### src/rtl/dffram_lsu_bridge_if.sv
// Core-side data-memory request/response channel for the DFFRAM load/store bridge.
// master = core (issues requests), slave = bridge.
interface dffram_lsu_bridge_if #(
    parameter int ADDR_W = 8
);
    logic              req_valid;
    logic              req_ready;
    logic              req_we;
    logic [1:0]        req_size;
    logic              req_unsigned;
    logic [ADDR_W+1:0] req_addr;
    logic [31:0]       req_wdata;
    logic              rsp_valid;
    logic              rsp_ready;
    logic [31:0]       rsp_rdata;
    logic              rsp_err;

    modport master (
        output req_valid, req_we, req_size, req_unsigned, req_addr, req_wdata, rsp_ready,
        input  req_ready, rsp_valid, rsp_rdata, rsp_err
    );

    modport slave (
        input  req_valid, req_we, req_size, req_unsigned, req_addr, req_wdata, rsp_ready,
        output req_ready, rsp_valid, rsp_rdata, rsp_err
    );
endinterface

### src/rtl/dffram_lsu_bridge.sv
// Load/store bridge from the core request channel to a 32-bit byte-writable DFFRAM.
// One request at a time: alignment check, RAM access, lane-extracted load response.
module dffram_lsu_bridge #(
    parameter int ADDR_W   = 8,
    parameter int READ_LAT = 1
) (
    input  logic               CLK,
    input  logic               RST,
    dffram_lsu_bridge_if.slave bus,
    output logic               ram_en,
    output logic [3:0]         ram_we,
    output logic [ADDR_W-1:0]  ram_a,
    output logic [31:0]        ram_di,
    input  logic [31:0]        ram_do
);

    typedef enum logic [1:0] {
        IDLE,
        ACCESS,
        RESP
    } state_t;

    // READ_LAT is 1..4, so the remaining-cycle count fits in two bits
    localparam logic [1:0] CNT_INIT = 2'(READ_LAT - 1);

    state_t      state;
    logic        we_q;
    logic        uns_q;
    logic [1:0]  size_q;
    logic [1:0]  lane_q;
    logic [1:0]  cnt;

    logic        req_err;
    logic [3:0]  st_we;
    logic [31:0] st_di;
    logic [7:0]  ld_byte;
    logic [15:0] ld_half;
    logic [31:0] ld_data;

    always_comb begin
        req_err = 1'b0;
        st_we   = '0;
        st_di   = bus.req_wdata;
        case (bus.req_size)
            2'd0: begin
                st_we = 4'b0001 << bus.req_addr[1:0];
                st_di = {4{bus.req_wdata[7:0]}};
            end
            2'd1: begin
                req_err = bus.req_addr[0];
                st_we   = bus.req_addr[1] ? 4'b1100 : 4'b0011;
                st_di   = {2{bus.req_wdata[15:0]}};
            end
            2'd2: begin
                req_err = (bus.req_addr[1:0] != 2'b00);
                st_we   = 4'b1111;
            end
            default: req_err = 1'b1;
        endcase
        if (!bus.req_we) begin
            st_we = '0;
        end
    end

    always_comb begin
        ld_byte = ram_do[{lane_q, 3'b000} +: 8];
        ld_half = lane_q[1] ? ram_do[31:16] : ram_do[15:0];
        case (size_q)
            2'd0:    ld_data = {{24{ld_byte[7] & ~uns_q}}, ld_byte};
            2'd1:    ld_data = {{16{ld_half[15] & ~uns_q}}, ld_half};
            default: ld_data = ram_do;
        endcase
    end

    always_ff @(posedge CLK) begin
        if (RST) begin
            state         <= IDLE;
            bus.req_ready <= 1'b1;
            bus.rsp_valid <= 1'b0;
            bus.rsp_rdata <= '0;
            bus.rsp_err   <= 1'b0;
            ram_en        <= 1'b0;
            ram_we        <= '0;
            ram_a         <= '0;
            ram_di        <= '0;
            we_q          <= 1'b0;
            uns_q         <= 1'b0;
            size_q        <= '0;
            lane_q        <= '0;
            cnt           <= '0;
        end else begin
            case (state)
                IDLE: begin
                    if (bus.req_valid) begin
                        bus.req_ready <= 1'b0;
                        we_q          <= bus.req_we;
                        uns_q         <= bus.req_unsigned;
                        size_q        <= bus.req_size;
                        lane_q        <= bus.req_addr[1:0];
                        if (req_err) begin
                            state         <= RESP;
                            bus.rsp_valid <= 1'b1;
                            bus.rsp_err   <= 1'b1;
                            bus.rsp_rdata <= '0;
                        end else begin
                            state  <= ACCESS;
                            ram_en <= 1'b1;
                            ram_we <= st_we;
                            ram_a  <= bus.req_addr[ADDR_W+1:2];
                            cnt    <= CNT_INIT;
                            // ram_di doubles as the latched, lane-replicated store data
                            if (bus.req_we) begin
                                ram_di <= st_di;
                            end
                        end
                    end
                end
                ACCESS: begin
                    if (we_q || cnt == '0) begin
                        state         <= RESP;
                        ram_en        <= 1'b0;
                        ram_we        <= '0;
                        bus.rsp_valid <= 1'b1;
                        bus.rsp_err   <= 1'b0;
                        bus.rsp_rdata <= we_q ? '0 : ld_data;
                    end else begin
                        cnt <= cnt - 2'd1;
                    end
                end
                RESP: begin
                    if (bus.rsp_ready) begin
                        state         <= IDLE;
                        bus.rsp_valid <= 1'b0;
                        bus.req_ready <= 1'b1;
                    end
                end
                default: state <= IDLE;
            endcase
        end
    end

endmodule

### src/flat_wrapper.sv
// flat-port wrapper written by rule: the top's interface ports become plain ports
module dffram_lsu_bridge_flat 
#(
    parameter int ADDR_W   = 8,
    parameter int READ_LAT = 1
)
  (CLK, RST, ram_en, ram_we, ram_a, ram_di, ram_do, bus_req_valid, bus_req_we, bus_req_size, bus_req_unsigned, bus_req_addr, bus_req_wdata, bus_rsp_ready, bus_req_ready, bus_rsp_valid, bus_rsp_rdata, bus_rsp_err);
  dffram_lsu_bridge_if #(.ADDR_W(ADDR_W)) bus_i ();
  input  logic CLK;
  input  logic RST;
  output logic ram_en;
  output logic [3:0] ram_we;
  output logic [ADDR_W-1:0] ram_a;
  output logic [31:0] ram_di;
  input  logic [31:0] ram_do;
  input wire logic [$bits(bus_i.req_valid)-1:0] bus_req_valid;
  input wire logic [$bits(bus_i.req_we)-1:0] bus_req_we;
  input wire logic [$bits(bus_i.req_size)-1:0] bus_req_size;
  input wire logic [$bits(bus_i.req_unsigned)-1:0] bus_req_unsigned;
  input wire logic [$bits(bus_i.req_addr)-1:0] bus_req_addr;
  input wire logic [$bits(bus_i.req_wdata)-1:0] bus_req_wdata;
  input wire logic [$bits(bus_i.rsp_ready)-1:0] bus_rsp_ready;
  output wire logic [$bits(bus_i.req_ready)-1:0] bus_req_ready;
  output wire logic [$bits(bus_i.rsp_valid)-1:0] bus_rsp_valid;
  output wire logic [$bits(bus_i.rsp_rdata)-1:0] bus_rsp_rdata;
  output wire logic [$bits(bus_i.rsp_err)-1:0] bus_rsp_err;
  assign bus_i.req_valid = bus_req_valid;
  assign bus_i.req_we = bus_req_we;
  assign bus_i.req_size = bus_req_size;
  assign bus_i.req_unsigned = bus_req_unsigned;
  assign bus_i.req_addr = bus_req_addr;
  assign bus_i.req_wdata = bus_req_wdata;
  assign bus_i.rsp_ready = bus_rsp_ready;
  assign bus_req_ready = bus_i.req_ready;
  assign bus_rsp_valid = bus_i.rsp_valid;
  assign bus_rsp_rdata = bus_i.rsp_rdata;
  assign bus_rsp_err = bus_i.rsp_err;
  dffram_lsu_bridge #(.ADDR_W(ADDR_W), .READ_LAT(READ_LAT)) u_core (.CLK(CLK), .RST(RST), .bus(bus_i), .ram_en(ram_en), .ram_we(ram_we), .ram_a(ram_a), .ram_di(ram_di), .ram_do(ram_do));
endmodule
### config.mk
export PLATFORM = sky130hd
export DESIGN_NAME = dffram_lsu_bridge_flat
export DESIGN_NICKNAME = d
export VERILOG_FILES = /design/src/rtl/dffram_lsu_bridge_if.sv /design/src/rtl/dffram_lsu_bridge.sv /design/src/flat_wrapper.sv
export SDC_FILE = /design/constraint.sdc
export NUM_CORES = 1
export LEC_CHECK = 0
export ABC_AREA = 1
export ABC_CLOCK_PERIOD_IN_PS = 2200
export CORE_ASPECT_RATIO = 1.2
export CORE_MARGIN = 1.5
export CORE_UTILIZATION = 50
export CTS_BUF_LIST = sky130_fd_sc_hd__clkbuf_8
export DETAILED_ROUTE_END_ITERATION = 12
export DONT_BUFFER_PORTS = 1
export GPL_TIMING_DRIVEN = 0
export PLACE_DENSITY_LB_ADDON = 0.1
export SLEW_MARGIN = 5
export SYNTH_ARGS = -nofsm -noshare
export SYNTH_HDL_FRONTEND = slang
export SYNTH_SLANG_ARGS = --single-unit
### constraint.sdc
create_clock -name CLK -period 2.2 [get_ports CLK]
set_input_delay 0.55 -clock CLK [delete_from_list [all_inputs] [get_ports CLK]]
set_output_delay 0.55 -clock CLK [all_outputs]
set_load 0.02 [all_outputs]
==> run_results.csv <==
group,metric,value,unit
run_status,status,"finished, final reports clean",
timing,fin_crit_sh,82.3,%
power_and_ir_drop,power.internal,2.54,mW
timing,rsz0062_at_grt,"no",
setup_path,cp_slowest_stage_delay,0.33,ns
finish,final_layout_size_suffix_gt1_share,6.43,%
detailed_routing,viasPerCell,5.65,
global_routing,grt_remaining_overflow,0,
setup_path,cpMostUsedCell,"nor2_1",
setup_path,critPathSlowestCell,"dfxtp_1",
clocking,postCtsHoldBufs,0,
power_and_ir_drop,ir_drop,463,uV
yosys,synth_seq_cells,90,
clocking,cts_tree,"done",
clocking,path_clk_slew,0.09,ns
yosys,synth-seq-area-share,43.4,%
power_and_ir_drop,clkPwrFrac,32.4,%
timing,max_slew_margin,61.0,%
finish,n_antenna_cell,0,
yosys,synth.avg_cell_area,6.68,sq um
setup_path,critPathMaxFanout,10,
detailed_routing,drt_first_iter_violations,221,
timing,fin_crit,1.81,ns
setup_path,cp-start-kind,"register",
placed_design,portBuffers,0,
placed_design,place.gp.congestion,0.921,
detailed_routing,drc,0,
global_routing,grt_pass1_wl,18700,microns
job,maxCapViolations,0,
floorplan,die_area,8870,sq um
finish,finalNetCount,716,
placed_design,placed_cells,717,
detailed_routing,wl_per_cell,16.6,microns
floorplan,design.core.area,8110,sq um
global_routing,grt_util_met2,49.0,%
clocking,clock_latency,0.36,ns
setup_path,arrival,2.05,ns
detailed_routing,drtPass1Iterations,5,
floorplan,initial_core_util,51.2,%
yosys,syn_nets,705,
timing,layout_setup_ws,0.389,ns
floorplan,num_rows,36,
clocking,cts.path.max_buffers,2,
timing,slew_viol_final,0,
setup_path,cp.required,2.44,ns
finish,utilization,55.3,%
global_routing,busiest_layer,"met2",
setup_path,worstSetupEndpointType,"register",
global_routing,grt_max_degree,15,
yosys,ys_warn_count,0,
finish,final_cells,733,
global_routing,antenna_found_initial,0,
placed_design,dp_hpwl,9170,microns
power_and_ir_drop,p_total,3.73,mW
power_and_ir_drop,swShare,31.9,%
finish,area_delta_synth_final,8.01,%
detailed_routing,ant_nets,0,
timing,finalClockSkew,0.00953,ns
global_routing,use_met3,8.89,%
timing,fmax,0.552,GHz
global_routing,grt_pass1_vias,3957,
yosys,syn_area,4150,sq um
finish,post-route-cell-area,4490,sq um
clocking,post_cts_buffers,0,
yosys,ys_types,26,
timing,setup-violations-final,0,
clocking,htree_levels,3,
floorplan,die_w,86.2,microns
clocking,cts_sinks,90,
floorplan,die_y,103,microns
timing,hold_viol,0,
global_routing,track_usage,27.2,%
detailed_routing,vias,4144,
power_and_ir_drop,leakagePower,1.92,nW
timing,setup_tns,0,ns
setup_path,rrSetupSlack,0.39,ns
yosys,synthesis.instances,622,
clocking,cts_resized,0,
min_path,min_path_type,"in -> reg",
placed_design,place_area,4270,sq um
detailed_routing,totalWireLength,12100,microns
power_and_ir_drop,combinationalPowerShare,17.4,%
setup_path,crit_type,"reg -> reg",
timing,tightestPinTransition,0.581,ns
clocking,cts_made_buffers,9,
timing,whs,0.327,ns
placed_design,pre_cts_ws,0.198,ns
setup_path,worstPathCellList,"inv_1, ha_1, inv_1, nand2_1, nor2_1, nor2_1, nand2_1, buf_2, a21oi_1, nor2_1",
power_and_ir_drop,power_density,832,nW/um^2
power_and_ir_drop,switchingPower,1.19,mW
global_routing,grtUsageMet1,28.3,%
power_and_ir_drop,seqPwrFrac,50.3,%
clocking,cts_root_buf,"clkbuf_8",
floorplan,ios,162,
## power by group through the flow
stage,combinational [mW],sequential [mW],clock [mW]
after floorplan,0.496,1.89,0
after global placement,0.631,1.91,0
after detailed placement,0.643,1.91,0
after CTS,0.645,1.88,1.23
after global routing,0.735,1.89,1.30
final,0.648,1.88,1.21
## area by class of cell
| class | count | area (sq um) |
|---|---|---|
| inverter | 33 | 129 |
| fill | 827 | 3620 |
| sequential | 90 | 1800 |
| clock buffer | 12 | 165 |
| clock inverter | 4 | 48.8 |
| buffer | 36 | 165 |
| tap | 95 | 119 |
| multi-input combinational | 463 | 2060 |
## critical path: cells and delay by family (launching register included)
family                   cells  cell delay, ns
buffers and inverters        3            0.37
adder cells (fa/ha/maj)      1            0.14
flip-flops                   1            0.33
AND/OR/NAND/NOR              5            0.67
AO/OA/AOI/OAI                1            0.18
## metal layers
| layer | vias to the layer above | routed length (microns) |
|---|---|---|
| met4 | 0 | 348 |
| li1 | 2050 | - |
| met1 | 1868 | 4470 |
| met2 | 193 | 6080 |
| met3 | 33 | 1250 |
| met5 | - | 0 |
## cell usage in the layout (no fill, tap or decap)
cell       instances
inv_6              1
nand2_2            1
dfxtp_1           90
ha_1               1
a21oi_1          108
nand3_4            1
inv_1             29
o21ai_0           56
a211oi_1           1
buf_2             12
nand3_1           18
clkinv_1           2
o21ai_1            4
clkbuf_1          22
nor3_1             4
a221o_1            1
nand2_4            1
nor2_1           107
inv_2              1
clkinv_4           1
buf_6              2
nand4_1            1
nand3_2            2
bufinv_16          1
clkinv_2           2
a31oi_1            4
nor2_2             3
nor2_4             1
clkbuf_8          12
nand2_1          149
## flip-flops by register name (all words and copies together) (netlist names)
name,count
u_core.bus.req_ready,1
u_core.bus.rsp_err,1
u_core.bus.rsp_rdata,32
u_core.bus.rsp_valid,1
u_core.cnt,2
u_core.lane_q,2
u_core.ram_a,8
u_core.ram_di,32
u_core.ram_en,1
u_core.ram_we,4
u_core.size_q,2
u_core.state,2
u_core.uns_q,1
u_core.we_q,1
## final timing paths
kind,start,endpoint,cells after the start
max reg2reg,u_core.cnt[0],u_core.bus.rsp_rdata[7],10
min reg2reg,u_core.cnt[1],u_core.cnt[1],2
min,bus_req_addr[4],u_core.ram_a[2],2
max,u_core.cnt[0],u_core.bus.rsp_rdata[7],10
## cells by family (layout without fill, tap and decap cells)
| family | count (synthesis) | count (layout) | share of synthesized area [%] |
|---|---|---|---|
| buffers and inverters | 69 | 85 | 7.08 |
| AO/OA/AOI/OAI | 174 | 174 | 21.3 |
| adder cells (fa/ha/maj) | 1 | 1 | 0.301 |
| AND/OR/NAND/NOR | 288 | 288 | 28.0 |
| flip-flops | 90 | 90 | 43.4 |
## cell usage after synthesis (all sizes together)
| cell | n | area, sq um |
|---|---|---|
| nand2 | 151 | 577 |
| nor2 | 111 | 432 |
| a21oi | 108 | 541 |
| dfxtp | 90 | 1800 |
| o21ai | 60 | 300 |
| inv | 31 | 121 |
| clkbuf | 22 | 82.6 |
| nand3 | 21 | 128 |
| buf | 14 | 82.6 |
| a31oi | 4 | 25.0 |
| nor3 | 4 | 20.0 |
| clkinv | 2 | 7.51 |
| a211oi | 1 | 7.51 |
| a221o | 1 | 10.0 |
| ha | 1 | 12.5 |
| nand4 | 1 | 6.26 |
(Power assumes the default switching activity.)
